--- src/rtl/fib_pkg.sv ---
// Shared widths and FSM encoding for the binary-to-Zeckendorf encoder.
// Pure declarations: no latency and no handshake.
package fib_pkg;
    localparam int FIB_DIGITS = 23;
    localparam int BIN_W      = 16;
    localparam int CODE_W     = 32;
    localparam int IDX_W      = 5;

    typedef enum logic [1:0] {
        ST_IDLE = 2'd0,
        ST_SCAN = 2'd1,
        ST_DONE = 2'd2
    } fib_state_t;
endpackage

--- src/rtl/fib_rom.sv ---
// Combinational Fibonacci weight table: idx -> FIB[idx], zero beyond the last digit.
// Zero latency, no backpressure.
module fib_rom
    import fib_pkg::*;
(
    input  logic [IDX_W-1:0] idx,
    output logic [BIN_W-1:0] fib
);

    always_comb begin
        fib = '0;
        case (idx)
            5'd0:  fib = 16'd1;
            5'd1:  fib = 16'd2;
            5'd2:  fib = 16'd3;
            5'd3:  fib = 16'd5;
            5'd4:  fib = 16'd8;
            5'd5:  fib = 16'd13;
            5'd6:  fib = 16'd21;
            5'd7:  fib = 16'd34;
            5'd8:  fib = 16'd55;
            5'd9:  fib = 16'd89;
            5'd10: fib = 16'd144;
            5'd11: fib = 16'd233;
            5'd12: fib = 16'd377;
            5'd13: fib = 16'd610;
            5'd14: fib = 16'd987;
            5'd15: fib = 16'd1597;
            5'd16: fib = 16'd2584;
            5'd17: fib = 16'd4181;
            5'd18: fib = 16'd6765;
            5'd19: fib = 16'd10946;
            5'd20: fib = 16'd17711;
            5'd21: fib = 16'd28657;
            5'd22: fib = 16'd46368;
            default: fib = '0;
        endcase
    end

endmodule

--- src/rtl/binary_fibonacci.sv ---
// Greedy binary -> Zeckendorf encoder, one digit per cycle: result 23 cycles after the start edge.
// Starts are taken only when not busy; a start seen while scanning is dropped.
module binary_fibonacci
    import fib_pkg::*;
(
    input  logic              clk,
    input  logic              rst,
    input  logic              en_convert,
    input  logic [BIN_W-1:0]  input_b,
    output logic              busy,
    output logic              convert_done,
    output logic [CODE_W-1:0] f_b_out
);

    fib_state_t            state, state_next;
    logic [BIN_W-1:0]      rem;
    logic [IDX_W-1:0]      idx;
    logic [FIB_DIGITS-1:0] code;

    logic [BIN_W-1:0]      fib_val;
    logic                  take;
    logic [BIN_W-1:0]      rem_step;
    logic [FIB_DIGITS-1:0] code_step;
    logic                  load;
    logic                  finish;

    fib_rom u_rom (
        .idx (idx),
        .fib (fib_val)
    );

    assign take      = (rem >= fib_val);
    assign rem_step  = take ? (rem - fib_val) : rem;
    assign code_step = take ? (code | ({{(FIB_DIGITS-1){1'b0}}, 1'b1} << idx)) : code;
    assign busy      = (state == ST_SCAN);

    always_ff @(posedge clk or negedge rst) begin
        if (!rst) begin
            state <= ST_IDLE;
        end else begin
            state <= state_next;
        end
    end

    always_comb begin
        state_next = state;
        load       = 1'b0;
        finish     = 1'b0;
        case (state)
            ST_IDLE: begin
                if (en_convert) begin
                    load       = 1'b1;
                    state_next = ST_SCAN;
                end
            end
            ST_SCAN: begin
                if (idx == '0) begin
                    finish     = 1'b1;
                    state_next = ST_DONE;
                end
            end
            // DONE's exit edge doubles as the earliest start edge, so back-to-back
            // conversions land exactly 24 cycles apart.
            ST_DONE: begin
                if (en_convert) begin
                    load       = 1'b1;
                    state_next = ST_SCAN;
                end else begin
                    state_next = ST_IDLE;
                end
            end
            default: state_next = ST_IDLE;
        endcase
    end

    always_ff @(posedge clk or negedge rst) begin
        if (!rst) begin
            rem          <= '0;
            idx          <= '0;
            code         <= '0;
            convert_done <= 1'b0;
            f_b_out      <= '0;
        end else begin
            convert_done <= finish;
            if (load) begin
                rem  <= input_b;
                idx  <= IDX_W'(FIB_DIGITS - 1);
                code <= '0;
            end else if (state == ST_SCAN) begin
                rem  <= rem_step;
                code <= code_step;
                if (idx != '0) begin
                    idx <= idx - 1'b1;
                end
            end
            if (finish) begin
                f_b_out <= {{(CODE_W-FIB_DIGITS){1'b0}}, code_step};
            end
        end
    end

endmodule

--- config.mk ---
export PLATFORM = sky130hd
export DESIGN_NAME = binary_fibonacci
export DESIGN_NICKNAME = d
export VERILOG_FILES = /design/src/rtl/fib_pkg.sv /design/src/rtl/fib_rom.sv /design/src/rtl/binary_fibonacci.sv
export SDC_FILE = /design/constraint.sdc
export NUM_CORES = 1
export LEC_CHECK = 0
export BUFFER_PORTS_ARGS = -buffer_cell sky130_fd_sc_hd__buf_2
export CAP_MARGIN = 20
export CORE_UTILIZATION = 46
export DETAILED_ROUTE_END_ITERATION = 8
export PLACE_DENSITY_LB_ADDON = 0.25
export REMOVE_ABC_BUFFERS = 1
export SLEW_MARGIN = 20
export SYNTH_ARGS = -nofsm -noshare
export SYNTH_HDL_FRONTEND = slang
export SYNTH_SLANG_ARGS = --single-unit
--- constraint.sdc ---
create_clock -name clk -period 3.9 [get_ports clk]
set_input_delay 0.195 -clock clk [delete_from_list [all_inputs] [get_ports clk]]
set_output_delay 0.195 -clock clk [all_outputs]
set_load 0.01 [all_outputs]
==> out/qor.txt, run 1 <==
DRT Pass-1 Iters: 9
N_diodes: 0
Hold Slack: -0.0214 ns
Max cap viols: 0
Failing checks: negative hold slack
R2R cell count: 14
Fin crit period: 3.57 ns
Post-layout instance area: 0.00483 mm2
Core area: 0.00885 mm2
CTS Buf Count: 9
FP Rows: 34
Initial Util: 48.2%
Top-area cell type share of the netlist area: 41.1%
Ranking of synthesized cells by area: dfrtp_1, ha_1, a21oi_1
CP startpoint kind: flip-flop
Root buf cell: clkbuf_8
Clk slew on worst S/H paths: 0.09 ns
RSZ-0062 raised after global routing: no
Vias in the first global route: 3,589
WL final: 10,600 um
Clock Sink Count: 70
Via density: 5.72
Clk Latency, worst-skew pair: 0.36 ns
Mapped Area: 0.00426 mm2
Initial DRC Count: 296
Avg WL per Cell: 16.1 um
Chip Height: 98.3 um
Top FF cell, synth: dfrtp_1
Area leader, netlist: dfrtp_1
Tcrit/Tclk final: 91.6%
Initial antenna violation count: 0
WP data arrival: 3.85 ns
Final setup violation count: 0
Critical path class: reg2reg
Post-Syn Area per Cell: 8.54 um2
Slew @ Worst Pin: 0.934 ns
DRC errors left: 0
Total number of H-tree levels: 3
Fin nets: 591
Routed Antenna Nets: 0
Worst Setup End Kind: flip-flop
Final cell utilization of the core: 54.5%
Die width: 98.3 um
CTS tree: done
Worst Skew: 0.0127 ns
Share of cells above drive strength 1: 17.6%
Final Slew Violations: 0
Area of placed instances: 0.00459 mm2
Pin count of the biggest net entering global routing: 43
Total grt overflow: 0
Worst EP required: 4.18 ns
F_max: 0.280 GHz
Status: complete, but fails checks
Placer Congestion: 0.918
Synthesis warning total: 0
Crit path max fanout: 9
Die area: 0.00965 mm2
Post-synthesis cell count: 499
Via count: 3,771
Fin Setup TNS: 0 ns
Commonest cells after routing, fill and taps aside: nor2_1, dfrtp_1, nand2_1
Tot GR Track Use: 23.5%
Fin. Hold Viols: 39
Clock buffer depth: 2
First-pass GRT wire length: 18,000 um
Async set-reset flop share out of synthesis: 100%
Yosys reg bits: 70
Number of synthesized flops with an enable pin: 0
Worst Hold Class: in2async
IO Pins: 53
HPWL Detailed: 7610 um
Seq/Total Area, Yosys: 41.1%
Unique masters post-synth: 54
Layout area overhead: 13.2%
Rel. slew slack: 37.7%
Input/output buffers: 43
## area by class of cell
cell class	instances	area [um2]
flip-flops and latches	70	1750
inverters	13	52.6
clock inverters	7	61.3
fillers	818	4020
clock buffers	9	124
repair buffers	67	395
multi-input cells	385	2300
well taps	108	135
## critical path, cell delays in order (launching register included)
cell and delay, ns:
dfrtp_2 0.46, clkinvlp_4 0.17, ha_1 0.37, a21oi_1 0.15, nor2_1 0.05, or3_1 0.40
fa_1 0.44, nand2b_1 0.17, a21oi_2 0.21, o211ai_2 0.16, a21o_1 0.28, buf_4 0.20
a211oi_2 0.16, o311ai_1 0.12, a21oi_1 0.13
## logic make-up after synthesis
| group | count (synthesis) | share of synthesized area, % |
|---|---|---|
| and+or+nand+nor | 181 | 19.6 |
| AOI/OAI and AO/OA | 151 | 22.0 |
| DFF | 70 | 41.1 |
| buffers and inverters | 52 | 5.70 |
| adders and majority gates | 26 | 7.81 |
| xor gates and xnor gates | 15 | 3.08 |
| muxes | 3 | 0.705 |
| other | 1 | 0.0880 |
## metrics by stage
step	std cells	setup WS (ns)
floorplan	468	0.261
global placement	637	0.218
detailed placement	637	0.0686
CTS	653	0.0231
global route	659	0.0224
finish	659	0.329
## synth_stat cells, types with 4 or more instances
cell / instances
clkbuf_1: 18
nor2b_1: 10
dfrtp_1: 70
nor2_1: 68
xor2_1: 5
a221o_1: 9
a21oi_1: 54
buf_1: 6
xnor2_1: 10
nand2_1: 59
a22oi_1: 4
a31oi_1: 22
o211ai_1: 5
and2_1: 5
buf_2: 5
buf_4: 9
ha_1: 25
inv_1: 13
nand2b_1: 12
a211oi_1: 4
nand3_1: 7
o21ai_0: 33
## per-layer routing
| metal | up-vias | GRT usage, % | part of all wire [%] |
|---|---|---|---|
| li1 | 1833 | - | - |
| met2 | 126 | 34.2 | 44 |
| met4 | 0 | 9.76 | 2.3 |
| met3 | 22 | 4.22 | 4.6 |
| met5 | - | 0 | 0 |
| met1 | 1790 | 34.5 | 49 |
## final timing paths
kind	slack, ns	start	end
min in group clk	0.05	input_b[2]	rem[2]
worst min register to register	0.48	f_b_out[15]	f_b_out[15]
worst max register to register	0.33	idx[1]	rem[12]
max in group asynchronous	2.97	rst	code[19]
worst min-delay path	-0.02	rst	f_b_out[10]
worst max-delay path	0.33	idx[1]	rem[12]
## flip-flops by register name, indices dropped and copies added, names as in the netlist
signal	flops
f_b_out	23
state	2
idx	5
convert_done	1
rem	16
code	23
## what timing repair did
item	CTS	global route
setup buffers	0	6
setup endpoints to repair	0	31
hold buffers	0	0
resized for setup	0	5
Power of run 1 is not shown: default switching activity piles up to over one toggle a cycle in this logic, so the estimate is an artifact.
==> inputs of run 2 (changes only) <==
- clock period: 3.9 -> 3.5 ns (I/O delays scaled with it)
==> run 2 against run 1 <==
Against the previous run: the flow finishes with violations (design-rule violations); worst hold slack gained 0.044 ns; worst setup slack lost 0.14 ns; via count grew 1.9%; cell area grew 3.9%; critical path depth shrank 2; non-clock buffer count grew 16; cell count grew 2.4%; die area is the same; maximum frequency grew 7.8%; highest routed layer unchanged; clock skew grew 0.0036 ns; sequential cell count is the same; register-to-register slack lost 0.14 ns.
==> out/qor.txt, run 2 (synthesis gave the netlist of run 1 again) <==
Status: complete, but fails checks
Failing checks: design-rule violations
Root buf cell: clkbuf_8
Core area: 0.00885 mm2 (unchanged)
Worst-path cell chain: buf_4, ha_1, o21ai_0, a22oi_1, ha_1, nand2_1, o21ai_0, a211oi_2, a21o_4, buf_6, nor2_1, a221o_1
CTS Buf Count: 9 (unchanged)
Commonest cells after routing, fill and taps aside: dfrtp_1, nor2_1, nand2_1
Pin count of the biggest net entering global routing: 43 (unchanged)
CP startpoint kind: flip-flop
Fin nets: 607 (+2.7%)
FP Rows: 34 (unchanged)
Fin crit period: 3.31 ns (-0.257 ns)
Avg WL per Cell: 15.7 um (-2.8%)
Share of cells above drive strength 1: 21.5% (+3.9 points)
Largest regs: code x23, f_b_out x23, rem x16
CP Depth: 12 (-2)
Clk slew on worst S/H paths: 0.09 ns (about the same)
F_max: 0.302 GHz (+7.8%)
DRT Pass-1 Iters: 9 (unchanged)
Slew @ Worst Pin: 0.927 ns (-0.00744 ns)
DRC errors left: 2 (+2)
Total grt overflow: 0 (unchanged)
Via density: 5.69 (-0.53%)
Routed Antenna Nets: 0 (unchanged)
Total number of H-tree levels: 3 (unchanged)
Via count: 3,842 (+1.9%)
Worst Setup End Kind: flip-flop
Initial antenna violation count: 0 (unchanged)
Layout area overhead: 17.7%
Commonest non-fill, non-tap cell in the layout: dfrtp_1
IO Pins: 53 (unchanged)
WL final: 10,600 um (-0.48%)
Biggest cell delay along the critical path: 0.45 ns (about the same)
Dpl cells: 655 (+2.8%)
Input/output buffers: 43 (unchanged)
Worst EP required: 3.74 ns (-0.44 ns)
Reg-to-Reg End: rem[8]
Worst Skew: 0.0164 ns (+0.00365 ns)
R2R cell count: 12 (-2)
Final Slew Violations: 0 (unchanged)
Initial DRC Count: 400 (+35%)
Clock Sink Count: 70 (unchanged)
Tot GR Track Use: 22.2% (-1.4 points)
Non-Filler Instances: 675 (+2.4%)
Critical path class: reg2reg
Vias in the first global route: 3,521 (-1.9%)
WP data arrival: 3.55 ns (-0.30 ns)
WP buf/inv: 2 (unchanged)
Rel. slew slack: 38.2% (+0.50 points)
HPWL Detailed: 7650 um (+0.56%)
Placer Congestion: 0.979 (+6.6%)
Die width: 98.3 um (unchanged)
N_diodes: 0 (unchanged)
Flop2flop setup slack: 0.19 ns (-0.14 ns)
Die area: 0.00965 mm2 (unchanged)
CP top delay family: compound AO/OA/AOI/OAI gates
Worst setup endpoint: rem[8]
First-pass GRT wire length: 17,000 um (-5.4%)
Worst flop-to-flop path startpoint: idx[0]
Crit path max fanout: 14 (+5)
Chip Height: 98.3 um (unchanged)
Tcrit/Tclk final: 94.7% (+3.1 points)
Initial Util: 48.2% (unchanged)
CTS tree: done
Clock buffer depth: 2 (unchanged)
Clk Latency, worst-skew pair: 0.36 ns (about the same)
Final setup violation count: 0 (unchanged)
Critical path launch point: idx[0]
Max cap viols: 0 (unchanged)
Slowest CP cell: dfrtp_2
Worst Hold Class: in2reg
Fin. Hold Viols: 0 (-100%)
## run 2: cell types whose count changed in the layout (fill, tap and decap cells not counted), sizes merged
cell         change
buf             +15
dlygate4sd3      +1
clkinvlp         -1
inv              +1
## run 2: worst register-to-register path, stage by stage, from the launching register on
cell,delay (ns)
dfrtp_2,0.45
buf_4,0.17
ha_1,0.24
o21ai_0,0.29
a22oi_1,0.14
ha_1,0.38
nand2_1,0.22
o21ai_0,0.18
a211oi_2,0.41
a21o_4,0.23
buf_6,0.17
nor2_1,0.06
a221o_1,0.27
## run 2: metal layers
layer  wire length, um  up-vias  GRT usage (%)
li1                  -     1864              -
met2              4760      139           34.0
met1              4950     1813           30.9
met5                 0        -              0
met4               329        0           9.64
met3               537       26           3.79
## run 2: cell type report
type / instances / area, um2
inverter: 13 / 48.8
clock inverter: 7 / 61.3
multi-input combinational: 385 / 2370
sequential: 70 / 1750
clock buffer: 9 / 124
tap: 108 / 135
fill: 817 / 3830
timing repair buffer: 83 / 522
## run 2: worst min path at each step
stage               depth (start not counted)  slack (ns)     endpoint  startpoint
floorplan                                   0       -0.12      code[0]         rst
global placement                            1        0.35      rem[15]         rst
detailed placement                          1        0.37  f_b_out[21]         rst
CTS                                         3        0.02       rem[2]  input_b[2]
global route                                3        0.03       rem[2]  input_b[2]
finish                                      3        0.02       rem[2]  input_b[2]
## run 2: timing repair
| item | 4_1_cts | 5_1_grt |
|---|---|---|
| endpoints found under the setup margin | 2 | 30 |
| hold buffers | 1 | 0 |
| endpoints found under the hold margin | 18 | 0 |
| buffers inserted | 0 | 3 |
| pin swaps | 0 | 4 |
| gates cloned | 0 | 0 |
| gates resized for setup | 2 | 18 |
## run 2: metrics by stage
stage	setup slack [ns]	hold slack, ns	area, um2	util [%]	TNS, ns
3_5_place_dp	-0.0654	0.370	4720	53.4	-0.0838
4_1_cts	0.0230	0.0214	4920	55.6	0
2_1_floorplan	-0.139	-0.121	4100	-	-2.47
3_3_place_gp	0.0576	0.352	4720	53.4	0
6_report	0.186	0.0224	5020	56.7	0
5_1_grt	-0.00110	0.0254	5020	56.7	-0.00110
Power of run 2 is left out for the same reason.
==> inputs of run 3 (changes only) <==
- ABC_AREA: not set -> 1
- CELL_PAD_IN_SITES_DETAIL_PLACEMENT: not set -> 1
- CELL_PAD_IN_SITES_GLOBAL_PLACEMENT: not set -> 2
- CORE_UTILIZATION: 46 -> 33
- PLACE_DENSITY_LB_ADDON: 0.25 -> 0.08
==> run 3 against run 2 <==
Against the previous run: the run ends with negative hold slack left; die area rose by 56%; worst setup slack improved by 0.10 ns; utilization fell by 17 points; synthesized area rose by 13%; cell area rose by 12%; global-route usage fell by 0.16 points; maximum frequency rose by 3.2%; count of clock-buffer cells in the layout rose by 1; synthesized cell count rose by 40%; wire length rose by 45%; sequential share of layout area fell by 3.7 points; largest cell class unchanged.
==> out/qor.txt, run 3 <==
Pin count of the biggest net entering global routing: 71 (+65%)
Total number of H-tree levels: 3 (unchanged)
DP Worst Slack: 0.233 ns (+0.299 ns)
DRT Pass-1 Iters: 4 (-5)
Mapped Area: 0.00480 mm2 (+13%)
CTS Buf Count: 9 (unchanged)
R2R cell count: 18 (+6)
Failing checks: negative hold slack
CP startpoint kind: flip-flop
Fin. Hold Viols: 13 (+13)
Fill count: 1,818 (+120%)
Via density: 4.93 (-13%)
Rel. slew slack: 34.4% (-3.8 points)
Flop2flop setup slack: 0.29 ns (+0.10 ns)
Fin crit period: 3.21 ns (-0.103 ns)
Critical path class: reg2reg
Area of placed instances: 0.00529 mm2 (+12%)
Chip Height: 123 um (+25%)
Most common cell in the synthesized netlist: nand2_1
Reg-to-Reg End: rem[10]
Fin Setup TNS: 0 ns (unchanged)
WL final: 15,300 um (+45%)
Die area: 0.0150 mm2 (+56%)
Initial Util: 34.2% (-14 points)
Number of synthesized flops with an enable pin: 0 (unchanged)
PnR worst setup slack: 0.289 ns (+0.103 ns)
FP Rows: 43 (+26%)
Ranking of synthesized cells by area: dfrtp_1, nand2_1, inv_1
Worst EP required: 3.73 ns (about the same)
DR WL met3: 510 um (-5.0%)
Post-synthesis cell count: 699 (+40%)
WP data arrival: 3.44 ns (-0.11 ns)
Async set-reset flop share out of synthesis: 100% (unchanged)
Initial DRC Count: 237 (-41%)
IO Pins: 53 (unchanged)
Clk Latency, worst-skew pair: 0.35 ns (about the same)
Routed Antenna Nets: 0 (unchanged)
Tot GR Track Use: 22.0% (-0.16 points)
Core area: 0.0140 mm2 (+59%)
Final Slew Violations: 0 (unchanged)
Register area: 0.00175 mm2 (about the same)
Clock buffer depth: 2 (unchanged)
Seq/Total Area, Yosys: 36.5% (-4.6 points)
CTS tree: done
Tcrit/Tclk final: 91.8% (-2.9 points)
Clk slew on worst S/H paths: 0.06 ns (-0.03 ns)
Total grt overflow: 0 (unchanged)
Area leader, netlist: dfrtp_1
First-pass GRT wire length: 25,000 um (+47%)
Clock Sink Count: 70 (unchanged)
Top FF cell, synth: dfrtp_1
Worst setup endpoint: rem[10]
Top-area cell type share of the netlist area: 36.5% (-4.6 points)
Top Layer Used: met4
Share of cells above drive strength 1: 16.1% (-5.4 points)
Initial antenna violation count: 0 (unchanged)
Unique masters post-synth: 43 (-20%)
Synthesis warning total: 0 (unchanged)
Via count: 4,655 (+21%)
RSZ-0062 raised after global routing: no
Post-Syn Area per Cell: 6.87 um2 (-20%)
Max cap viols: 0 (unchanged)
Area of the multi-input gates: 0.00254 mm2 (+7.0%)
Worst Skew: 0.00765 ns (-0.00873 ns)
Yosys reg bits: 70 (unchanged)
F_max: 0.311 GHz (+3.2%)
Status: complete, but fails checks
DRC errors left: 0 (-2)
Slew @ Worst Pin: 0.983 ns (+0.0568 ns)
Worst Setup End Kind: flip-flop
Commonest cells after routing, fill and taps aside: nand2_1, inv_1, dfrtp_1
Fin nets: 805 (+33%)
Placer Congestion: 0.866 (-12%)
Critical path launch point: idx[1]
Largest regs: code x23, f_b_out x23, rem x16
Wire length on met2: 6770 um (+42%)
Worst flop-to-flop path startpoint: idx[1]
Hold Slack: -0.0185 ns (-0.0409 ns)
Post-layout instance area: 0.00561 mm2 (+12%)
Synth cell count leaders: nand2_1, inv_1, dfrtp_1, nor2_1, a21oi_1
Avg WL per Cell: 16.2 um (+3.4%)
Crit path max fanout: 8 (-6)
Commonest non-fill, non-tap cell in the layout: nand2_1
Layout area overhead: 16.9%
Root buf cell: clkbuf_16
N_diodes: 0 (unchanged)
HPWL Detailed: 11,100 um (+46%)
Worst Hold Class: in2async
Input/output buffers: 43 (unchanged)
Final setup violation count: 0 (unchanged)
Vias in the first global route: 4,626 (+31%)
Die width: 123 um (+25%)
Metal-1 WL: 7800 um (+58%)
-- run 3: how the worst min path moves through the flow --
stage                     from       to  slack (ns)  cells past startpoint
CTS                        rst  rem[15]        0.03                      1
detailed placement         rst  rem[15]        0.40                      1
finish                     rst  rem[13]       -0.02                      1
floorplan                  rst  code[0]       -0.12                      0
global placement           rst  rem[15]        0.39                      1
global route        input_b[9]   rem[9]        0.06                      3
-- run 3: worst max-delay path: stages, from the launching register on --
cell      delay, ns
dfrtp_2        0.44
inv_1          0.08
ha_1           0.36
nor2_1         0.13
o21bai_1       0.17
a221oi_1       0.44
ha_1           0.38
nand2_1        0.10
nand2_1        0.07
nand2_1        0.06
nand2_1        0.07
inv_2          0.07
nand3_2        0.06
nand2_2        0.09
nand2_4        0.06
nand2_1        0.13
nand2_2        0.18
nand2_1        0.13
nand2_1        0.06
-- run 3: timing repair --
item / in CTS / in global routing
gates resized for setup: 0 / 3
endpoints found under the setup margin: 0 / 22
setup buffers: 0 / 2
hold buffers: 0 / 0
-- run 3: routing by layer --
metal / vias up / global-route usage (%)
met3: 14 / 3.07
met2: 70 / 33.7
met5: - / 0
met1: 2274 / 31.6
met4: 0 / 7.24
li1: 2297 / -
-- run 3: kinds of logic (layout without fill, tap and decap cells) --
kind of cell	Yosys count	count (layout)	share of synthesized area, %
xor gates and xnor gates	4	4	0.730
adders and majority gates	26	26	6.93
and+or+nand+nor	385	385	34.6
buffers and inverters	125	183	11.3
DFF	70	70	36.5
other	1	9	0.0781
AOI/OAI and AO/OA	88	88	9.83
-- run 3: layout make-up --
type | count | share of cell area [%]
clock inverters | 6 | 1.27
multi-input cells | 512 | 45.2
flip-flops and latches | 70 | 31.3
repair buffers | 69 | 7.58
clock buffers | 10 | 4.08
inverters | 98 | 6.56
well taps | 180 | 4.01
-- run 3: per-stage QoR --
step	util, %	cells
2_1_floorplan	-	680
3_3_place_gp	37.7	927
3_5_place_dp	37.7	927
4_1_cts	39.8	943
5_1_grt	40.0	945
6_report	40.0	945
Power of run 3 is left out for the same reason.
